==> src/rtl/apb_spi_pkg.sv <==
// Shared constants, CONFIG byte layout and byte-sequencer state encoding for
// the APB-to-SPI packet sequencer.
package apb_spi_pkg;
  localparam logic [15:0] CFG_ADDR  = 16'h0040;
  localparam logic [15:0] DATA_ADDR = 16'h0044;
  localparam logic [15:0] CMD_ADDR  = 16'h004C;
  localparam logic [7:0]  CMD_START = 8'h02;
  localparam logic [7:0]  PREAMBLE  = 8'hFF;

  localparam int BUSY_BIT   = 0;
  localparam int POLL_GAP   = 16;
  localparam int POLL_MAX   = 1024;
  localparam int PREADY_MAX = 64;
  localparam int TX_BYTES   = 9;
  localparam int RX_BYTES   = 8;

  typedef enum logic [2:0] {
    S_IDLE, S_CFG_WR, S_DATA_WR, S_CMD_WR, S_POLL_RD, S_POLL_WAIT, S_RX_RD, S_NEXT
  } seq_state_e;

  function automatic logic [7:0] cfg_byte(input logic [1:0] mode, input logic [1:0] slave,
                                          input logic [1:0] sck);
    return {2'b00, mode, slave, sck};
  endfunction
endpackage

==> src/rtl/apb_master_xfer.sv <==
// Single APB transfer engine: SETUP, ACCESS until PREADY, then one idle cycle
// while the caller presents the next request.
module apb_master_xfer
  import apb_spi_pkg::*;
(
  input  logic        clk,
  input  logic        rst_n,
  input  logic        start,
  input  logic        write,
  input  logic [15:0] addr,
  input  logic [7:0]  wdata,
  output logic        done,
  output logic        timeout,
  output logic [7:0]  rdata,
  output logic        psel,
  output logic        penable,
  output logic        pwrite,
  output logic [15:0] paddr,
  output logic [7:0]  pwdata,
  input  logic [7:0]  prdata,
  input  logic        pready
);
  typedef enum logic [1:0] {X_IDLE, X_SETUP, X_ACCESS} xfer_state_e;
  localparam int TW = $clog2(PREADY_MAX);

  xfer_state_e   state_q, state_d;
  logic [TW-1:0] wait_q, wait_d;
  logic          pwrite_q, pwrite_d;
  logic [15:0]   paddr_q, paddr_d;
  logic [7:0]    pwdata_q, pwdata_d;

  always_comb begin
    state_d  = state_q;
    wait_d   = wait_q;
    pwrite_d = pwrite_q;
    paddr_d  = paddr_q;
    pwdata_d = pwdata_q;
    done     = 1'b0;
    timeout  = 1'b0;
    case (state_q)
      X_IDLE: if (start) begin
        state_d  = X_SETUP;
        pwrite_d = write;
        paddr_d  = addr;
        pwdata_d = wdata;
      end
      X_SETUP: begin
        state_d = X_ACCESS;
        wait_d  = '0;
      end
      X_ACCESS: begin
        if (pready) begin
          done    = 1'b1;
          state_d = X_IDLE;
        end else if (wait_q == TW'(PREADY_MAX - 1)) begin
          timeout = 1'b1;
          state_d = X_IDLE;
        end else begin
          wait_d = wait_q + TW'(1);
        end
      end
      default: state_d = X_IDLE;
    endcase
  end

  always_ff @(posedge clk or negedge rst_n) begin
    if (!rst_n) begin
      state_q  <= X_IDLE;
      wait_q   <= '0;
      pwrite_q <= 1'b0;
      paddr_q  <= '0;
      pwdata_q <= '0;
    end else begin
      state_q  <= state_d;
      wait_q   <= wait_d;
      pwrite_q <= pwrite_d;
      paddr_q  <= paddr_d;
      pwdata_q <= pwdata_d;
    end
  end

  // Select/enable decode straight from state so reset drops them without a clock.
  assign psel    = (state_q != X_IDLE);
  assign penable = (state_q == X_ACCESS);
  assign pwrite  = pwrite_q;
  assign paddr   = paddr_q;
  assign pwdata  = pwdata_q;
  assign rdata   = prdata;
endmodule

==> src/rtl/apb_spi_pkt_sequencer.sv <==
// Packet-level APB master for the SPI bridge: arbitrates RX service against TX
// packets and walks each SPI byte through CONFIG/TX/CMD writes and STATUS polls.
module apb_spi_pkt_sequencer
  import apb_spi_pkg::*;
(
  input  logic        i_PCLK,
  input  logic        i_PRESETn,
  input  logic [1:0]  cfg_mode,
  input  logic [1:0]  cfg_slave,
  input  logic [1:0]  cfg_sck,
  input  logic        tx_valid,
  input  logic [63:0] tx_data,
  output logic        tx_ready,
  output logic        tx_done,
  input  logic        pkt_rec,
  output logic        rx_valid,
  output logic [63:0] rx_data,
  output logic        RX_MODE,
  output logic        o_PSEL,
  output logic        o_PENABLE,
  output logic        o_PWRITE,
  output logic [15:0] o_PADDR,
  output logic [7:0]  o_PWDATA,
  input  logic [7:0]  i_PRDATA,
  input  logic        i_PREADY,
  output logic        err
);
  localparam int PCW = $clog2(POLL_MAX);
  localparam int GCW = $clog2(POLL_GAP);

  seq_state_e     state_q, state_d;
  logic [71:0]    shift_q, shift_d;
  logic [63:0]    rx_data_q, rx_data_d;
  logic [3:0]     byte_cnt_q, byte_cnt_d;
  logic [PCW-1:0] poll_cnt_q, poll_cnt_d;
  logic [GCW-1:0] gap_cnt_q, gap_cnt_d;
  logic           rx_mode_q, rx_mode_d;
  logic           pend_q, pend_d;
  logic           pkt_rec_q;
  logic           err_q, err_d;
  logic           tx_done_q, tx_done_d;
  logic           rx_valid_q, rx_valid_d;
  logic           pkt_rise;

  logic           x_start, x_write, x_done, x_timeout;
  logic [15:0]    x_addr;
  logic [7:0]     x_wdata, x_rdata;

  apb_master_xfer u_xfer (
    .clk     (i_PCLK),
    .rst_n   (i_PRESETn),
    .start   (x_start),
    .write   (x_write),
    .addr    (x_addr),
    .wdata   (x_wdata),
    .done    (x_done),
    .timeout (x_timeout),
    .rdata   (x_rdata),
    .psel    (o_PSEL),
    .penable (o_PENABLE),
    .pwrite  (o_PWRITE),
    .paddr   (o_PADDR),
    .pwdata  (o_PWDATA),
    .prdata  (i_PRDATA),
    .pready  (i_PREADY)
  );

  assign pkt_rise = pkt_rec & ~pkt_rec_q;

  always_comb begin
    state_d    = state_q;
    shift_d    = shift_q;
    rx_data_d  = rx_data_q;
    byte_cnt_d = byte_cnt_q;
    poll_cnt_d = poll_cnt_q;
    gap_cnt_d  = gap_cnt_q;
    rx_mode_d  = rx_mode_q;
    pend_d     = pend_q | pkt_rise;
    err_d      = err_q;
    tx_done_d  = 1'b0;
    rx_valid_d = 1'b0;
    tx_ready   = 1'b0;
    x_start    = 1'b0;
    x_write    = 1'b1;
    x_addr     = CFG_ADDR;
    x_wdata    = '0;
    case (state_q)
      S_IDLE: begin
        byte_cnt_d = '0;
        poll_cnt_d = '0;
        // A same-cycle edge counts as pending so RX wins the tie.
        if (pend_q | pkt_rise) begin
          pend_d    = 1'b0;
          rx_mode_d = 1'b1;
          state_d   = S_CFG_WR;
        end else if (tx_valid) begin
          tx_ready = 1'b1;
          shift_d  = {PREAMBLE, tx_data};
          state_d  = S_CFG_WR;
        end
      end
      S_CFG_WR: begin
        x_start = 1'b1;
        x_wdata = cfg_byte(cfg_mode, cfg_slave, cfg_sck);
        if (x_done) state_d = S_DATA_WR;
      end
      S_DATA_WR: begin
        x_start = 1'b1;
        x_addr  = DATA_ADDR;
        x_wdata = rx_mode_q ? 8'h00 : shift_q[71:64];
        if (x_done) state_d = S_CMD_WR;
      end
      S_CMD_WR: begin
        x_start = 1'b1;
        x_addr  = CMD_ADDR;
        x_wdata = CMD_START;
        if (x_done) state_d = S_POLL_RD;
      end
      S_POLL_RD: begin
        x_start = 1'b1;
        x_write = 1'b0;
        if (x_done) begin
          if (x_rdata[BUSY_BIT]) begin
            if (poll_cnt_q == PCW'(POLL_MAX - 1)) begin
              err_d     = 1'b1;
              rx_mode_d = 1'b0;
              state_d   = S_IDLE;
            end else begin
              poll_cnt_d = poll_cnt_q + PCW'(1);
              gap_cnt_d  = '0;
              state_d    = S_POLL_WAIT;
            end
          end else begin
            state_d = rx_mode_q ? S_RX_RD : S_NEXT;
          end
        end
      end
      // The engine's own idle cycle before SETUP makes up the last gap cycle.
      S_POLL_WAIT: begin
        if (gap_cnt_q == GCW'(POLL_GAP - 2)) state_d = S_POLL_RD;
        else gap_cnt_d = gap_cnt_q + GCW'(1);
      end
      S_RX_RD: begin
        x_start = 1'b1;
        x_write = 1'b0;
        x_addr  = DATA_ADDR;
        if (x_done) begin
          rx_data_d = {rx_data_q[55:0], x_rdata};
          state_d   = S_NEXT;
        end
      end
      S_NEXT: begin
        byte_cnt_d = byte_cnt_q + 4'd1;
        poll_cnt_d = '0;
        shift_d    = {shift_q[63:0], 8'h00};
        if (rx_mode_q && byte_cnt_q == 4'(RX_BYTES - 1)) begin
          rx_valid_d = 1'b1;
          rx_mode_d  = 1'b0;
          state_d    = S_IDLE;
        end else if (!rx_mode_q && byte_cnt_q == 4'(TX_BYTES - 1)) begin
          tx_done_d = 1'b1;
          state_d   = S_IDLE;
        end else begin
          state_d = S_CFG_WR;
        end
      end
      default: state_d = S_IDLE;
    endcase
    if (x_timeout) begin
      err_d     = 1'b1;
      rx_mode_d = 1'b0;
      state_d   = S_IDLE;
    end
  end

  always_ff @(posedge i_PCLK or negedge i_PRESETn) begin
    if (!i_PRESETn) begin
      state_q    <= S_IDLE;
      shift_q    <= '0;
      rx_data_q  <= '0;
      byte_cnt_q <= '0;
      poll_cnt_q <= '0;
      gap_cnt_q  <= '0;
      rx_mode_q  <= 1'b0;
      pend_q     <= 1'b0;
      pkt_rec_q  <= 1'b0;
      err_q      <= 1'b0;
      tx_done_q  <= 1'b0;
      rx_valid_q <= 1'b0;
    end else begin
      state_q    <= state_d;
      shift_q    <= shift_d;
      rx_data_q  <= rx_data_d;
      byte_cnt_q <= byte_cnt_d;
      poll_cnt_q <= poll_cnt_d;
      gap_cnt_q  <= gap_cnt_d;
      rx_mode_q  <= rx_mode_d;
      pend_q     <= pend_d;
      pkt_rec_q  <= pkt_rec;
      err_q      <= err_d;
      tx_done_q  <= tx_done_d;
      rx_valid_q <= rx_valid_d;
    end
  end

  assign tx_done  = tx_done_q;
  assign rx_valid = rx_valid_q;
  assign rx_data  = rx_data_q;
  assign RX_MODE  = rx_mode_q;
  assign err      = err_q;
endmodule

==> config.mk <==
export PLATFORM = sky130hd
export DESIGN_NAME = apb_spi_pkt_sequencer
export DESIGN_NICKNAME = d
export VERILOG_FILES = /design/src/rtl/apb_spi_pkg.sv /design/src/rtl/apb_master_xfer.sv /design/src/rtl/apb_spi_pkt_sequencer.sv
export SDC_FILE = /design/constraint.sdc
export NUM_CORES = 1
export LEC_CHECK = 0
export BUFFER_PORTS_ARGS = -buffer_cell sky130_fd_sc_hd__buf_2
export CELL_PAD_IN_SITES_DETAIL_PLACEMENT = 1
export CELL_PAD_IN_SITES_GLOBAL_PLACEMENT = 1
export CORE_ASPECT_RATIO = 1.5
export CORE_MARGIN = 1.5
export CORE_UTILIZATION = 35
export DETAILED_ROUTE_END_ITERATION = 10
export PLACE_DENSITY_LB_ADDON = 0.05
export SLEW_MARGIN = 20
export SYNTH_ARGS = -nofsm -noshare
export SYNTH_HDL_FRONTEND = slang
export SYNTH_HIERARCHICAL = 1
export SYNTH_SLANG_ARGS = --single-unit
export TNS_END_PERCENT = 100
==> constraint.sdc <==
create_clock -name i_PCLK -period 3.7 [get_ports i_PCLK]
set_clock_uncertainty 0.05 [all_clocks]
set_input_delay 0.555 -clock i_PCLK [delete_from_list [all_inputs] [get_ports i_PCLK]]
set_output_delay 0.555 -clock i_PCLK [all_outputs]
set_load 0.03 [all_outputs]
* Word level (Yosys, flattened, before mapping)
Cells that the tools add are included.
** Storage, ports and cells
- RAM bits :: 0
- Register bits after elaboration :: 196
- Output and inout bits :: 96
- Bits of input ports :: 83
- Logic and storage cells :: 154
- Memories :: 0
- Latch bits :: 0
- ROM bits :: 0
** Operators by class
- Shift-type cells :: 0
- $mul :: 0
- Multiplexer cells :: 66
- $lt $le $gt $ge :: 0
- Div/mod/pow operators :: 0
- Add/subtract/negate cells :: 4
- Reductions and logical operators :: 29
- Bitwise operators :: 3
- Equal/unequal tests :: 35
** Operator list (number)
- $mux 72 :: 2
- $pmux 72 s2 :: 1
- $mux 3 :: 11
- $mux 1 :: 30
- $mux 10 :: 3
- $pmux 3 s8 :: 1
- $pmux 4 s2 :: 3
- $pmux 8 s3 :: 1
- $pmux 10 s2 :: 1
- $ne 3x1->1 const B :: 6
- $reduce_bool 2->1 :: 9
- $mux 4 :: 4
- $ne 3x2->1 const B :: 5
- $ne 2x2->1 const B :: 7
- $eq 3x3->1 const B :: 4
- $mux 6 :: 2
- $pmux 6 s2 :: 1
- $add 10x1->10 const B :: 1
- $eq 10x10->1 const B :: 1
- $add 4x1->4 const B :: 2
- $eq 4x4->1 const B :: 2
- $mux 8 :: 1
- $reduce_and 4->1 :: 2
- $reduce_and 7->1 :: 1
- 26 further kinds :: 36

* Longest topological paths before layout
- Depth after elaboration :: 6
- Gate-level depth with buffers :: 9
- Depth with buffers taken out :: 8

* Hierarchy
The synthesis kept the hierarchy.
** Modules (own cells, without submodules)
- apb_spi_pkt_sequencer :: area an instance 7208.2 um^2, cells an instance 634, instances 1
- apb_master_xfer :: area an instance 1510.2 um^2, cells an instance 116, instances 1

* Least setup slack after synthesis
OpenSTA, ideal clock, no wires.
- Kind :: reg-to-reg
- Start :: reg u_xfer.state_q[0]
- End :: reg poll_cnt_q[8]
- Setup time :: 0.078 ns
- Arrival :: 2.442 ns
- Setup slack :: 1.130 ns
- Stages on the path, launching flop included :: 10
- Required time :: 3.572 ns
- Cells stage by stage :: dfrtp_1 inv_1 ha_1 clkbuf_1 and2_1 and4bb_2 o311a_4 nand2_2 or4_1 a21oi_1
** On the way
- Longest elaborated chain between the ends :: 4
** Ends and longest elaborated chain
- start, declared :: line apb_master_xfer.sv:26 : xfer_state_e state_q, state_d;
- start signal, assigned :: line apb_master_xfer.sv:74 : state_q <= state_d;
- $eq 2x2->1
- named net o_PENABLE :: line apb_spi_pkt_sequencer.sv:20 : output logic o_PENABLE,
- $mux 1 :: line apb_master_xfer.sv:40 : case (state_q)
- named net x_done :: line apb_spi_pkt_sequencer.sv:45 : logic x_start, x_write, x_done, x_timeout;
- $ne 2x1->1 (no source line)
- $reduce_and 4->1 (no source line)
- end signal, assigned :: line apb_spi_pkt_sequencer.sv:195 : poll_cnt_q <= poll_cnt_d;
- end, declared :: line apb_spi_pkt_sequencer.sv:35 : logic [PCW-1:0] poll_cnt_q, poll_cnt_d;
The timed path passes the listed nets, and every way through them passes these cells.
A chain may end at the register's enable or synchronous reset.

==> flow_metrics.env <==
export IMPL_grt_max_degree=129
export IMPL_rsz0062_at_grt="no"
export IMPL_synthArstFlopShare_pct=100
export IMPL_power_density_nw_per_um2=759
export IMPL_die_area_um2=25900
export IMPL_busiest_layer="met2"
export IMPL_core_area_um2=24400
export IMPL_grt_pass1_vias=6556
export IMPL_r2r_start="u_xfer/state_q[0]$_DFFE_PN0P_"
export IMPL_worstPathRequired_ns=3.09
export IMPL_wirelength_mm=21.0
export IMPL_synth_seq_cells=196
export IMPL_tightest_slew_ns=0.836
export IMPL_cts_buffer_depth=2
export IMPL_n_antenna_cell=0
export IMPL_ir_worst_vdd_mv=0.393
export IMPL_synth_seq_area_share_pct=56.3
export IMPL_cts_made_buffers=17
export IMPL_first_iter_violations=192
export IMPL_clkSinkCount=196
export IMPL_die_h_um=196
export IMPL_final_period_utilization_pct=83.2
export IMPL_area_sequential_um2=4900
export IMPL_synth_ff_type="dfrtp_1"
export IMPL_post_cts_resized=0
export IMPL_ff2ff_path_depth=8
export IMPL_synth_area_per_cell_um2=11.6
export IMPL_overflow=0
export IMPL_fin_cells=1251
export IMPL_ys_warn_count=6
export IMPL_hpwlAfterDp_mm=15.4
export IMPL_critPathMaxFanout=29
export IMPL_grt_util_all_layers_pct=16.9
export IMPL_regToRegEndpoint="poll_cnt_q[8]$_DFFE_PN0P_"
export IMPL_use_met2_pct=30.5
export IMPL_finalSetupViolCount=0
export IMPL_critical_path_class="reg2out"
export IMPL_period_minus_slack_ns=3.08
export IMPL_dr_pass1_iters=4
export IMPL_antenna_found_initial=1
export IMPL_use_met1_pct=19.0
export IMPL_rows=70
export IMPL_dp_cells=1219
export IMPL_synth_edf_count=0
export IMPL_cp_start_kind="register"
export IMPL_slew_headroom_pct=44.3
export IMPL_post_cts_buffers=0
export IMPL_p_leak_nw=5.53
export IMPL_outcome="finished clean"
export IMPL_hold_path_class="in2async"
export IMPL_drtAntennaViolNets=0
export IMPL_worst_skew_pair_late_latency_ns=0.44
export IMPL_max_cap_viol_count=0
export IMPL_critPathArrivalTime_ns=2.47
export IMPL_viasPerCell=4.87
export IMPL_io_buffers=178
export IMPL_drv_slew=0
export IMPL_area_growth_pct=20.4
export IMPL_reg2reg_setup_slack_ns=1.03
export IMPL_drive_gt1_share_pct=34.4
export IMPL_tritoncts="done"
export IMPL_ys_types=57
export IMPL_synth_cells=750
export IMPL_wl_per_cell_um=16.8
export IMPL_die_w_um=132
export IMPL_clkTransAtPathRegs_ns=0.07
export IMPL_hold_violations=0
export IMPL_cts_root_buffer="clkbuf_16"
export IMPL_hold_buffers=0
export IMPL_start_util_pct=35.7
export IMPL_nets=1007
export IMPL_routabilityCongestion=0.753
export IMPL_vias=6095
export IMPL_ioPinCount=179
export IMPL_fmax_mhz=325
export IMPL_worst_setup_path_end_kind="output pin"
export IMPL_drc=0
export IMPL_use_met3_pct=4.78
export IMPL_syn_area_um2=8720
export IMPL_fill_cells=2677
export IMPL_multi_input_area_um2=3570
export IMPL_grt_pass1_wl_mm=34.6
export IMPL_htree_levels=4
export IMPL_setup_tns_ns=0
-- critical path, cell delays in order (launching register included) --
cell      delay, ns
dfrtp_1        0.69
or3_4          0.56
a211oi_2       0.30
and2_1         0.25
buf_2          0.23
-- report_power, final --
group          total (W)  internal, W  switching, W
Sequential       0.00329      0.00279      0.000501
Clock            0.00190      0.00106      0.000842
Combinational    0.00277      0.00109       0.00168
Total            0.00797      0.00494       0.00303
-- sequential cells by signal, summed over array words and instances, names as in the netlist, 2 cells and up --
| signal | count |
|---|---|
| u_xfer/paddr | 16 |
| poll_cnt_q | 10 |
| u_xfer/pwdata | 8 |
| shift_q | 72 |
| u_xfer/state_q | 2 |
| byte_cnt_q | 4 |
| rx_data | 64 |
| state_q | 3 |
| gap_cnt_q | 4 |
| u_xfer/wait_q | 6 |
-- cell type report --
class / count / area share, %
multi-input cells: 503 / 34.0
well taps: 324 / 3.86
clock buffers: 20 / 4.45
flip-flops and latches: 196 / 46.7
repair buffers: 185 / 9.23
inverters: 11 / 0.393
clock inverters: 12 / 1.34
-- metrics by stage --
stage | power (W) | setup slack (ns) | instance area (µm²) | hold slack (ns) | utilization (%)
4_1_cts | 0.00812 | 0.599 | 10500 | 0.133 | 42.9
3_5_place_dp | 0.00618 | 0.807 | 9880 | 0.424 | 40.4
2_1_floorplan | 0.00535 | 1.13 | 8760 | 0.209 | -
6_report | 0.00797 | 0.622 | 10500 | 0.120 | 43.0
3_3_place_gp | 0.00603 | 0.882 | 9880 | 0.411 | 40.4
5_1_grt | 0.00854 | 0.473 | 10500 | 0.147 | 43.0
-- routing by layer --
layer / share of wire (%) / wire length, µm / vias up
met2: 53 / 11100 / 129
li1: - / - / 2928
met5: 0.052 / 11 / -
met1: 40 / 8510 / 3012
met3: 5.0 / 1050 / 24
met4: 1.6 / 337 / 2
-- cell usage after synthesis, types with 2 or more instances --
library cell | number | area (µm²)
o21ai_1 | 20 | 100
and2_1 | 3 | 18.8
mux2i_1 | 57 | 571
buf_6 | 4 | 45.0
a31oi_1 | 2 | 12.5
nor3_1 | 8 | 40.0
o21ai_0 | 56 | 280
nand2b_1 | 3 | 18.8
nand2_1 | 99 | 372
nand3_1 | 14 | 70.1
nor3b_1 | 2 | 15.0
and3b_1 | 2 | 17.5
nand4_1 | 7 | 43.8
o311ai_1 | 3 | 26.3
mux2_2 | 89 | 1000
dfrtp_1 | 196 | 4900
nand4b_1 | 2 | 17.5
mux2_1 | 2 | 22.5
a21oi_1 | 18 | 90.1
nor2_1 | 32 | 120
nand3b_1 | 3 | 22.5
o31ai_1 | 2 | 15.0
and3_1 | 3 | 18.8
or4_1 | 3 | 22.5
inv_1 | 11 | 41.3
o22a_1 | 8 | 70.1
xor2_1 | 7 | 61.3
o311ai_0 | 2 | 17.5
conb_1 | 2 | 7.51
clkbuf_1 | 24 | 90.1
xnor2_1 | 3 | 26.3
buf_4 | 8 | 60.1
ha_1 | 10 | 125
o221ai_1 | 2 | 17.5
o311a_4 | 2 | 42.5
or3_1 | 2 | 12.5
nor2b_1 | 5 | 31.3
buf_2 | 15 | 75.1
-- layout by cell type, fill, tap and decap left out, types with 14 or more instances in the layout --
cell type	n
nand2_1	98
mux2i_1	57
o21ai_0	56
clkbuf_16	17
buf_2	177
nor2_1	32
mux2_2	89
o21ai_1	20
a21oi_1	17
conb_1	14
dfrtp_1	196
-- worst max-delay path by stage --
stage	startpoint	end	slack, ns	depth (start not counted)
final	state_q[0]$_DFFE_PN0P_	tx_ready	0.62	4
after global routing	state_q[0]$_DFFE_PN0P_	tx_ready	0.47	4
after CTS	state_q[0]$_DFFE_PN0P_	tx_ready	0.60	4
after detailed placement	state_q[0]$_DFFE_PN0P_	u_xfer/paddr[4]$_DFFE_PN0P_	0.81	4
after global placement	state_q[0]$_DFFE_PN0P_	u_xfer/pwdata[2]$_DFFE_PN0P_	0.88	4
after floorplan	u_xfer/state_q[0]$_DFFE_PN0P_	poll_cnt_q[8]$_DFFE_PN0P_	1.13	9
-- kinds of logic (layout without fill, tap and decap cells) --
kind of cell    Yosys count  after routing  share of synthesized area, %
simple gates            197            197                          10.6
flops                   196            196                          56.3
mux                     148            148                          18.3
compound gates          124            124                          8.68
buf+inv                  63            228                          3.62
fa+ha+maj                10             10                          1.44
xor+xnor                 10             10                          1.00
other cells               2             14                        0.0861
Power figures use the tool's default switching activity.
